**src/rtl/reset_sequencer.sv**
```systemverilog
// reset_sequencer
//   Staged reset controller. Holds NUM_STAGES downstream reset domains in reset
//   until the clock source has reported lock for LOCK_FILTER consecutive cycles.
//   It then releases the domains in order, bit 0 first, STAGE_DELAY cycles apart.
//   Lock loss re-sequences from the lock filter. A soft request holds all stages
//   for SOFT_HOLD cycles and then re-releases them without re-filtering lock.
//
// Ports
//   clk         in   system clock
//   rst         in   synchronous, active-high master reset
//   pll_locked  in   clock-source lock, synchronous to clk
//   soft_req    in   soft reset request, sampled every cycle
//   stage_rst   out  active-high reset per domain, bit 0 released first
//   ready       out  all stages released (RUN)
//   done_pulse  out  one-cycle pulse on each entry to RUN
module reset_sequencer #(
  parameter int unsigned NUM_STAGES  = 3,
  parameter int unsigned LOCK_FILTER = 1024,
  parameter int unsigned STAGE_DELAY = 1000,
  parameter int unsigned SOFT_HOLD   = 64
) (
  input  logic                  clk,
  input  logic                  rst,
  input  logic                  pll_locked,
  input  logic                  soft_req,
  output logic [NUM_STAGES-1:0] stage_rst,
  output logic                  ready,
  output logic                  done_pulse
);

  localparam int unsigned LockW  = $clog2(LOCK_FILTER + 1);
  localparam int unsigned DelayW = $clog2(STAGE_DELAY + 1);
  localparam int unsigned HoldW  = $clog2(SOFT_HOLD + 1);
  localparam int unsigned IdxW   = (NUM_STAGES > 1) ? $clog2(NUM_STAGES) : 1;

  localparam logic [1:0] StWaitLock = 2'd0;
  localparam logic [1:0] StRelease  = 2'd1;
  localparam logic [1:0] StRun      = 2'd2;
  localparam logic [1:0] StSoft     = 2'd3;

  localparam logic [LockW-1:0]  LockLast  = LockW'(LOCK_FILTER - 1);
  localparam logic [DelayW-1:0] DelayLast = DelayW'(STAGE_DELAY - 1);
  localparam logic [HoldW-1:0]  HoldLast  = HoldW'(SOFT_HOLD - 1);
  localparam logic [IdxW-1:0]   IdxLast   = IdxW'(NUM_STAGES - 1);

  logic [1:0]            state_q, state_d;
  logic [LockW-1:0]      lock_cnt_q, lock_cnt_d;
  logic [DelayW-1:0]     delay_cnt_q, delay_cnt_d;
  logic [HoldW-1:0]      hold_cnt_q, hold_cnt_d;
  logic [IdxW-1:0]       idx_q, idx_d;
  logic [NUM_STAGES-1:0] stage_rst_q, stage_rst_d;
  logic                  ready_q, ready_d;
  logic                  done_q, done_d;

  always_comb begin
    state_d     = state_q;
    lock_cnt_d  = lock_cnt_q;
    delay_cnt_d = delay_cnt_q;
    hold_cnt_d  = hold_cnt_q;
    idx_d       = idx_q;
    stage_rst_d = stage_rst_q;
    ready_d     = ready_q;
    done_d      = 1'b0;

    if (state_q == StWaitLock) begin
      // soft_req is deliberately ignored until lock has been filtered
      if (!pll_locked) begin
        lock_cnt_d = '0;
      end else if (lock_cnt_q == LockLast) begin
        state_d     = StRelease;
        lock_cnt_d  = '0;
        delay_cnt_d = '0;
        idx_d       = '0;
      end else begin
        lock_cnt_d = lock_cnt_q + 1'b1;
      end
    end else if (!pll_locked) begin
      // Lock loss outranks a coincident soft request
      state_d     = StWaitLock;
      stage_rst_d = '1;
      ready_d     = 1'b0;
      lock_cnt_d  = '0;
      delay_cnt_d = '0;
      hold_cnt_d  = '0;
      idx_d       = '0;
    end else if (soft_req && (state_q != StSoft)) begin
      state_d     = StSoft;
      stage_rst_d = '1;
      ready_d     = 1'b0;
      delay_cnt_d = '0;
      hold_cnt_d  = '0;
      idx_d       = '0;
    end else if (state_q == StRelease) begin
      if (delay_cnt_q == DelayLast) begin
        delay_cnt_d        = '0;
        stage_rst_d[idx_q] = 1'b0;
        if (idx_q == IdxLast) begin
          state_d = StRun;
          ready_d = 1'b1;
          done_d  = 1'b1;
        end else begin
          idx_d = idx_q + 1'b1;
        end
      end else begin
        delay_cnt_d = delay_cnt_q + 1'b1;
      end
    end else if (state_q == StSoft) begin
      // Hold length is fixed; further soft requests do not extend it
      if (hold_cnt_q == HoldLast) begin
        state_d     = StRelease;
        hold_cnt_d  = '0;
        delay_cnt_d = '0;
        idx_d       = '0;
      end else begin
        hold_cnt_d = hold_cnt_q + 1'b1;
      end
    end
  end

  always_ff @(posedge clk) begin
    if (rst) begin
      state_q     <= StWaitLock;
      lock_cnt_q  <= '0;
      delay_cnt_q <= '0;
      hold_cnt_q  <= '0;
      idx_q       <= '0;
      stage_rst_q <= '1;
      ready_q     <= 1'b0;
      done_q      <= 1'b0;
    end else begin
      state_q     <= state_d;
      lock_cnt_q  <= lock_cnt_d;
      delay_cnt_q <= delay_cnt_d;
      hold_cnt_q  <= hold_cnt_d;
      idx_q       <= idx_d;
      stage_rst_q <= stage_rst_d;
      ready_q     <= ready_d;
      done_q      <= done_d;
    end
  end

  assign stage_rst  = stage_rst_q;
  assign ready      = ready_q;
  assign done_pulse = done_q;

endmodule
```
**config.mk**
```make
export PLATFORM = sky130hd
export DESIGN_NAME = reset_sequencer
export DESIGN_NICKNAME = d
export VERILOG_FILES = /design/src/rtl/reset_sequencer.sv
export SDC_FILE = /design/constraint.sdc
export NUM_CORES = 1
export LEC_CHECK = 0
export BUFFER_PORTS_ARGS = -buffer_cell sky130_fd_sc_hd__buf_2
export CORE_UTILIZATION = 40
export CTS_CLUSTER_SIZE = 28
export DETAILED_ROUTE_END_ITERATION = 10
export PLACE_DENSITY = 0.56
export SYNTH_ARGS = -nofsm -noshare
export SYNTH_HDL_FRONTEND = slang
export SYNTH_SLANG_ARGS = --single-unit
export TNS_END_PERCENT = 10
```
**constraint.sdc**
```tcl
create_clock -name clk -period 2.2 [get_ports clk]
set_clock_uncertainty 0.1 [all_clocks]
set_input_delay 0.66 -clock clk [delete_from_list [all_inputs] [get_ports clk]]
set_output_delay 0.66 -clock clk [all_outputs]
set_load 0.01 [all_outputs]
```
* Word-level counts from Yosys, hierarchy flattened *
Index checks and enable logic that the tools add are counted.

operators by class
  add/sub/neg operators = 4
  order comparisons = 2
  eq/ne operators = 20
  mux-type cells = 50
  bitwise logic cells = 6
  reduce and logical (&&, ||, !) cells = 10

operator list
  operator                                               count
  two-way mux 10 bit                                     9
  two-way mux 11 bit                                     4
  two-way mux 2 bit                                      20
  two-way mux 7 bit                                      5
  two-way mux 3 bit                                      4
  inequality test 3 x 1 -> 1 bit, second input constant  4
  AND reduction 6 bit                                    2
  adder 11 x 1 -> 11 bit, second input constant          1
  equality test 11 x 10 -> 1 bit, second input constant  1
  adder 10 x 1 -> 10 bit, second input constant          1
  equality test 10 bit, second input constant            1
  inequality test 5 x 1 -> 1 bit, second input constant  2
  inequality test 5 x 4 -> 1 bit, second input constant  2
  AND reduction 4 bit                                    2
  adder 7 x 1 -> 7 bit, second input constant            1
  equality test 7 x 6 -> 1 bit, second input constant    1
  two-way mux 1 bit                                      7
  AND reduction 3 bit                                    2
  OR reduction 6 bit                                     1
  inequality test 5 bit, second input constant           1
  equality test 2 bit, second input constant             2
  inequality test 2 x 1 -> 1 bit, second input constant  2
  inequality test 2 bit, second input constant           2
  NOT 1 bit                                              4
  other kinds (10)                                       11

word-level totals
  flip-flop bits (word level) = 37
  input port bits = 4
  output and inout bits = 5
  logic and storage cells = 100

* Longest topological paths before layout *
  depth in word-level cells = 10
  depth in mapped cells = 7
  gate-level depth less buffers = 6

* Worst setup path before layout *
No wires, ideal clock.

  path kind = input -> register
  start point = input port pll_locked
  end point = register state_q[0]
  setup time = 0.091 ns
  arrival time = 1.904 ns
  data required time = 2.009 ns
  slack = 0.105 ns
  cell stages on the path = 7
  buffers on the path = 2
  path through = buf_2 -> nor4bb_1 -> nor2_1 -> o211ai_2 -> buf_2 -> a21oi_1 -> a311oi_1

between the ends
  cells in the longest elaborated chain, start to end = 2
  elaborated cells on any way between the ends = 8
  classes of those cells = 5 x eq/ne; 2 x mux; 1 x reduce/logical

ends and longest elaborated chain
  what                                                                       RTL line  RTL
  start, declared                                                            24        input logic pll_locked,
  inequality test 5 x 4 -> 1 bit (no line), or another cell as far along     --
  AND reduction 6 bit (no line) / two-way mux 2 bit (equally long branches)  --
  end signal, assigned                                                       122       state_q <= StWaitLock;
  end signal, assigned                                                       131       state_q <= state_d;
  end, declared                                                              46        logic [1:0] state_q, state_d;

Parallel ways exist; a longest one is shown, timed or not.
A chain may end at the register's enable or synchronous reset.

* Worst setup path in the final report *
  start point = register hold_cnt_q[1]
  end point = register delay_cnt_q[7]

between the ends
  cells in the longest elaborated chain, start to end = 3

ends and longest elaborated chain
  what                                      RTL line  RTL
  start, declared                           49        logic [HoldW-1:0] hold_cnt_q, hold_cnt_d;
  start signal, assigned                    134       hold_cnt_q <= hold_cnt_d;
  equality test 7 x 6 -> 1 bit              109       if (hold_cnt_q == HoldLast) begin
  inequality test 5 x 1 -> 1 bit (no line)  --
  AND reduction 4 bit (no line)             --
  end signal, assigned                      133       delay_cnt_q <= delay_cnt_d;
  end, declared                             48        logic [DelayW-1:0] delay_cnt_q, delay_cnt_d;

No other way between the ends.

==> impl_metrics.py <==
metrics = {
    "worst_setup_path": {
        "crit_top_cell": "buf_4",
        "worstSetupPathType": "reg -> reg",
        "critPathTopFamily": "compound AO/OA/AOI/OAI gates",
        "cp_cell_sequence": "ha_1, nand3_1, o311ai_4, buf_4, buf_4, o211ai_1, or3_1, a21oi_1",
        "arrival_ns": 2.12,
        "start_kind": "flop",
        "path_max_fanout": 3,
        "crit_buf_inv": 2,
        "end_kind": "flop",
        "required_ns": 2.32,
        "cp_slowest_stage_delay_ns": 0.35,
        "slowest_stage": "dfxtp_1",
    },
    "yosys": {
        "syn_area_um2": 1890,
        "synth_xor_area_frac": 0.0418,
        "ys_seq_area_frac": 0.393,
        "synth-main-ff-cell": "dfxtp_1",
        "yosysTopAreaCell": "dfxtp_1",
        "syn_avg_cell_area_um2": 8.46,
        "synth_top_area_share": 0.393,
        "synthSimpleGateAreaFrac": 0.266,
        "synth.area.top_cells": "dfxtp_1 39%, nor2_1 5.0%, a21oi_1 4.2%, ha_1 4.0%, o21ai_0 3.5%",
        "synth_top_family_by_area": "simple AND/OR/NAND/NOR gates",
        "synth_fp_nets": 233,
        "synth_async_sr_flop_share": 0,
        "yosys.area_share.adder": 0.0451,
        "yosysWarnings": 0,
        "synth_compound_area_frac": 0.216,
        "synthMuxAreaShare": 0.0106,
        "synth_edf_count": 0,
        "synth_most_common_cell": "dfxtp_1",
        "ys_ff_latch": 37,
        "yosys-top-cells-count": "37 x dfxtp_1, 25 x nor2_1, 17 x nand2_1, 16 x a21oi_1, 13 x o21ai_0",
        "synth_cell_type_count": 47,
        "synth_cells": 223,
    },
    "finish": {
        "fillers": 449,
        "multi_input_area_um2": 1120,
        "register_area_um2": 741,
        "drive_above_1_share": 0.195,
        "nets": 266,
        "synthToLayoutAreaGrowth_pct": 20.0,
        "antennaDiodeCount": 0,
    },
    "routing": {
        "vias": 1678,
        "ant_nets": 0,
        "dr.pass1.iters": 4,
        "wl_per_cell_um": 12.7,
        "first_iter_violations": 83,
        "drc": 0,
        "totalWireLength_um": 3900,
        "routed_via_density": 5.45,
    },
    "placement": {
        "dpl.hpwl_um": 2820,
        "portBuffers": 8,
        "dp_slack_ns": -0.00672,
        "gp_congestion": 0.771,
    },
    "timing": {
        "worst_pin_slew_ns": 0.403,
        "setup_violations": 0,
        "maxSlewViolCount": 0,
        "max_freq_ghz": 0.500,
        "worst_slack_ns": 0.202,
        "timing.final.crit_share": 0.908,
        "setup_tns_ns": 0,
        "final_hold_viol_count": 0,
        "rsz0062_at_grt": "false",
        "finalCriticalPeriod_ns": 2.00,
        "timing.slew.headroom": 0.730,
    },
    "power_and_ir_drop": {
        "p_per_area_nw_per_um2": 538,
        "irDropWorstVdd_mv": 0.251,
        "p_leak_uw": 0.000829,
    },
    "clock_tree": {
        "cts-root-buf": "clkbuf_8",
        "clk_latency_ns": 0.29,
        "cts_hold_buf": 0,
        "cts_buffer_depth": 2,
        "cts_buffers": 5,
        "ctsHtreeMaxLevel": 2,
        "cts_tree": "done",
        "clkTransAtPathRegs_ns": 0.07,
        "clock_sinks": 37,
    },
    "floorplan": {
        "io_pins": 9,
        "dieWidth_um": 70.7,
        "rows": 24,
        "core-area_um2": 4440,
        "die_y_um": 70.7,
        "start_util": 0.424,
        "dieArea_um2": 4990,
    },
    "grt": {
        "grt_pass1_vias": 1527,
        "gr-usage-all-layers": 0.168,
        "gr-total-overflow": 0,
        "antenna_found_initial": 0,
        "grt_max_degree": 13,
        "grt_pass1_wl_um": 6640,
    },
    "flow_run": {
        "cap_violations": 0,
    },
    "min_path": {
        "hold_class": "reg -> reg",
    },
    "outcome": {
        "status": "finished, final reports clean",
    },
}
worst reg2reg max path, delay by kind of cell, from the launching register on:
kind / cells / cell delay (ns)
AND/OR/NAND/NOR: 2 / 0.50
adder cells (fa/ha/maj): 1 / 0.17
buffers and inverters: 2 / 0.28
flip-flops: 1 / 0.35
AO/OA/AOI/OAI: 3 / 0.55
stage by stage:
| step | instances | power [µW] | hold slack [ns] | util | instance area, µm² |
|---|---|---|---|---|---|
| after floorplan | 223 | 722 | 0.339 | - | 1890 |
| after global placement | 299 | 751 | 0.333 | 0.481 | 2140 |
| after detailed placement | 299 | 751 | 0.340 | 0.481 | 2140 |
| after CTS | 306 | 1240 | 0.359 | 0.501 | 2220 |
| after global routing | 308 | 1260 | 0.383 | 0.509 | 2260 |
| final | 308 | 1220 | 0.354 | 0.509 | 2260 |
power by group:
| part | internal (µW) | switching (µW) | leakage [µW] |
|---|---|---|---|
| registers | 674 | 2.78 | 0.000298 |
| logic | 26.9 | 33.1 | 0.000486 |
| clock network | 249 | 233 | 0.0000443 |
| total | 949 | 268 | 0.000829 |
sequential cells by signal, indices dropped and copies added, names as in the netlist:
name and count:
stage_rst 3, lock_cnt_q 11, delay_cnt_q 10, state_q 2, done_pulse 1, ready 1, hold_cnt_q 7, idx_q 2
worst paths after layout:
| check | slack, ns | endpoint | cells after the start | from |
|---|---|---|---|---|
| max | 0.20 | delay_cnt_q[7]$_SDFFE_PP0P_ | 8 | hold_cnt_q[1]$_SDFFE_PP0P_ |
| min | 0.35 | stage_rst[1]$_SDFFE_PP1P_ | 1 | stage_rst[1]$_SDFFE_PP1P_ |
| max reg2reg | 0.20 | delay_cnt_q[7]$_SDFFE_PP0P_ | 8 | hold_cnt_q[1]$_SDFFE_PP0P_ |
| min reg2reg | 0.35 | stage_rst[1]$_SDFFE_PP1P_ | 1 | stage_rst[1]$_SDFFE_PP1P_ |
cell usage in the layout, fill, tap and decap left out, drive strengths merged, types with 2 or more instances in the layout:
master	count
dfxtp	37
clkbuf	7
a22o	3
xor2	6
mux2i	2
xnor2	3
nand2	17
o31ai	4
nor2	25
nor4	3
nand2b	5
inv	5
or3	8
nor3	8
nand3	10
a31oi	3
o211ai	3
a21o	6
a21oi	16
ha	6
a22oi	2
o21a	2
buf	33
o21ba	2
o21ai	13
nand4	5
or2	3
and2	3
and3	3
layout make-up:
class / count / area share
sequential: 37 / 0.327
clock buffer: 7 / 0.0381
tap: 52 / 0.0287
multi-input combinational: 174 / 0.497
inverter: 5 / 0.00829
timing repair buffer: 33 / 0.101
logic make-up (layout without fill, tap and decap cells):
kind of cell	count (synthesis)	count (layout)
simple gates	95	95
buf+inv	13	45
flops	37	37
compound gates	60	61
fa+ha+maj	7	7
mux	2	2
xor+xnor	9	9
routing by layer:
metal / vias up / part of all wire / global-route usage
li1: 876 / - / -
met1: 771 / 0.51 / 0.215
met2: 20 / 0.44 / 0.262
met3: 11 / 0.029 / 0.0456
met4: 0 / 0.026 / 0.0822
met5: - / 0 / 0
timing repair:
item                                    4_1_cts  5_1_grt
endpoints found under the setup margin        0        7
buffers inserted                              0        1
resized for setup                             0        2
Power figures use the tool's default switching activity.
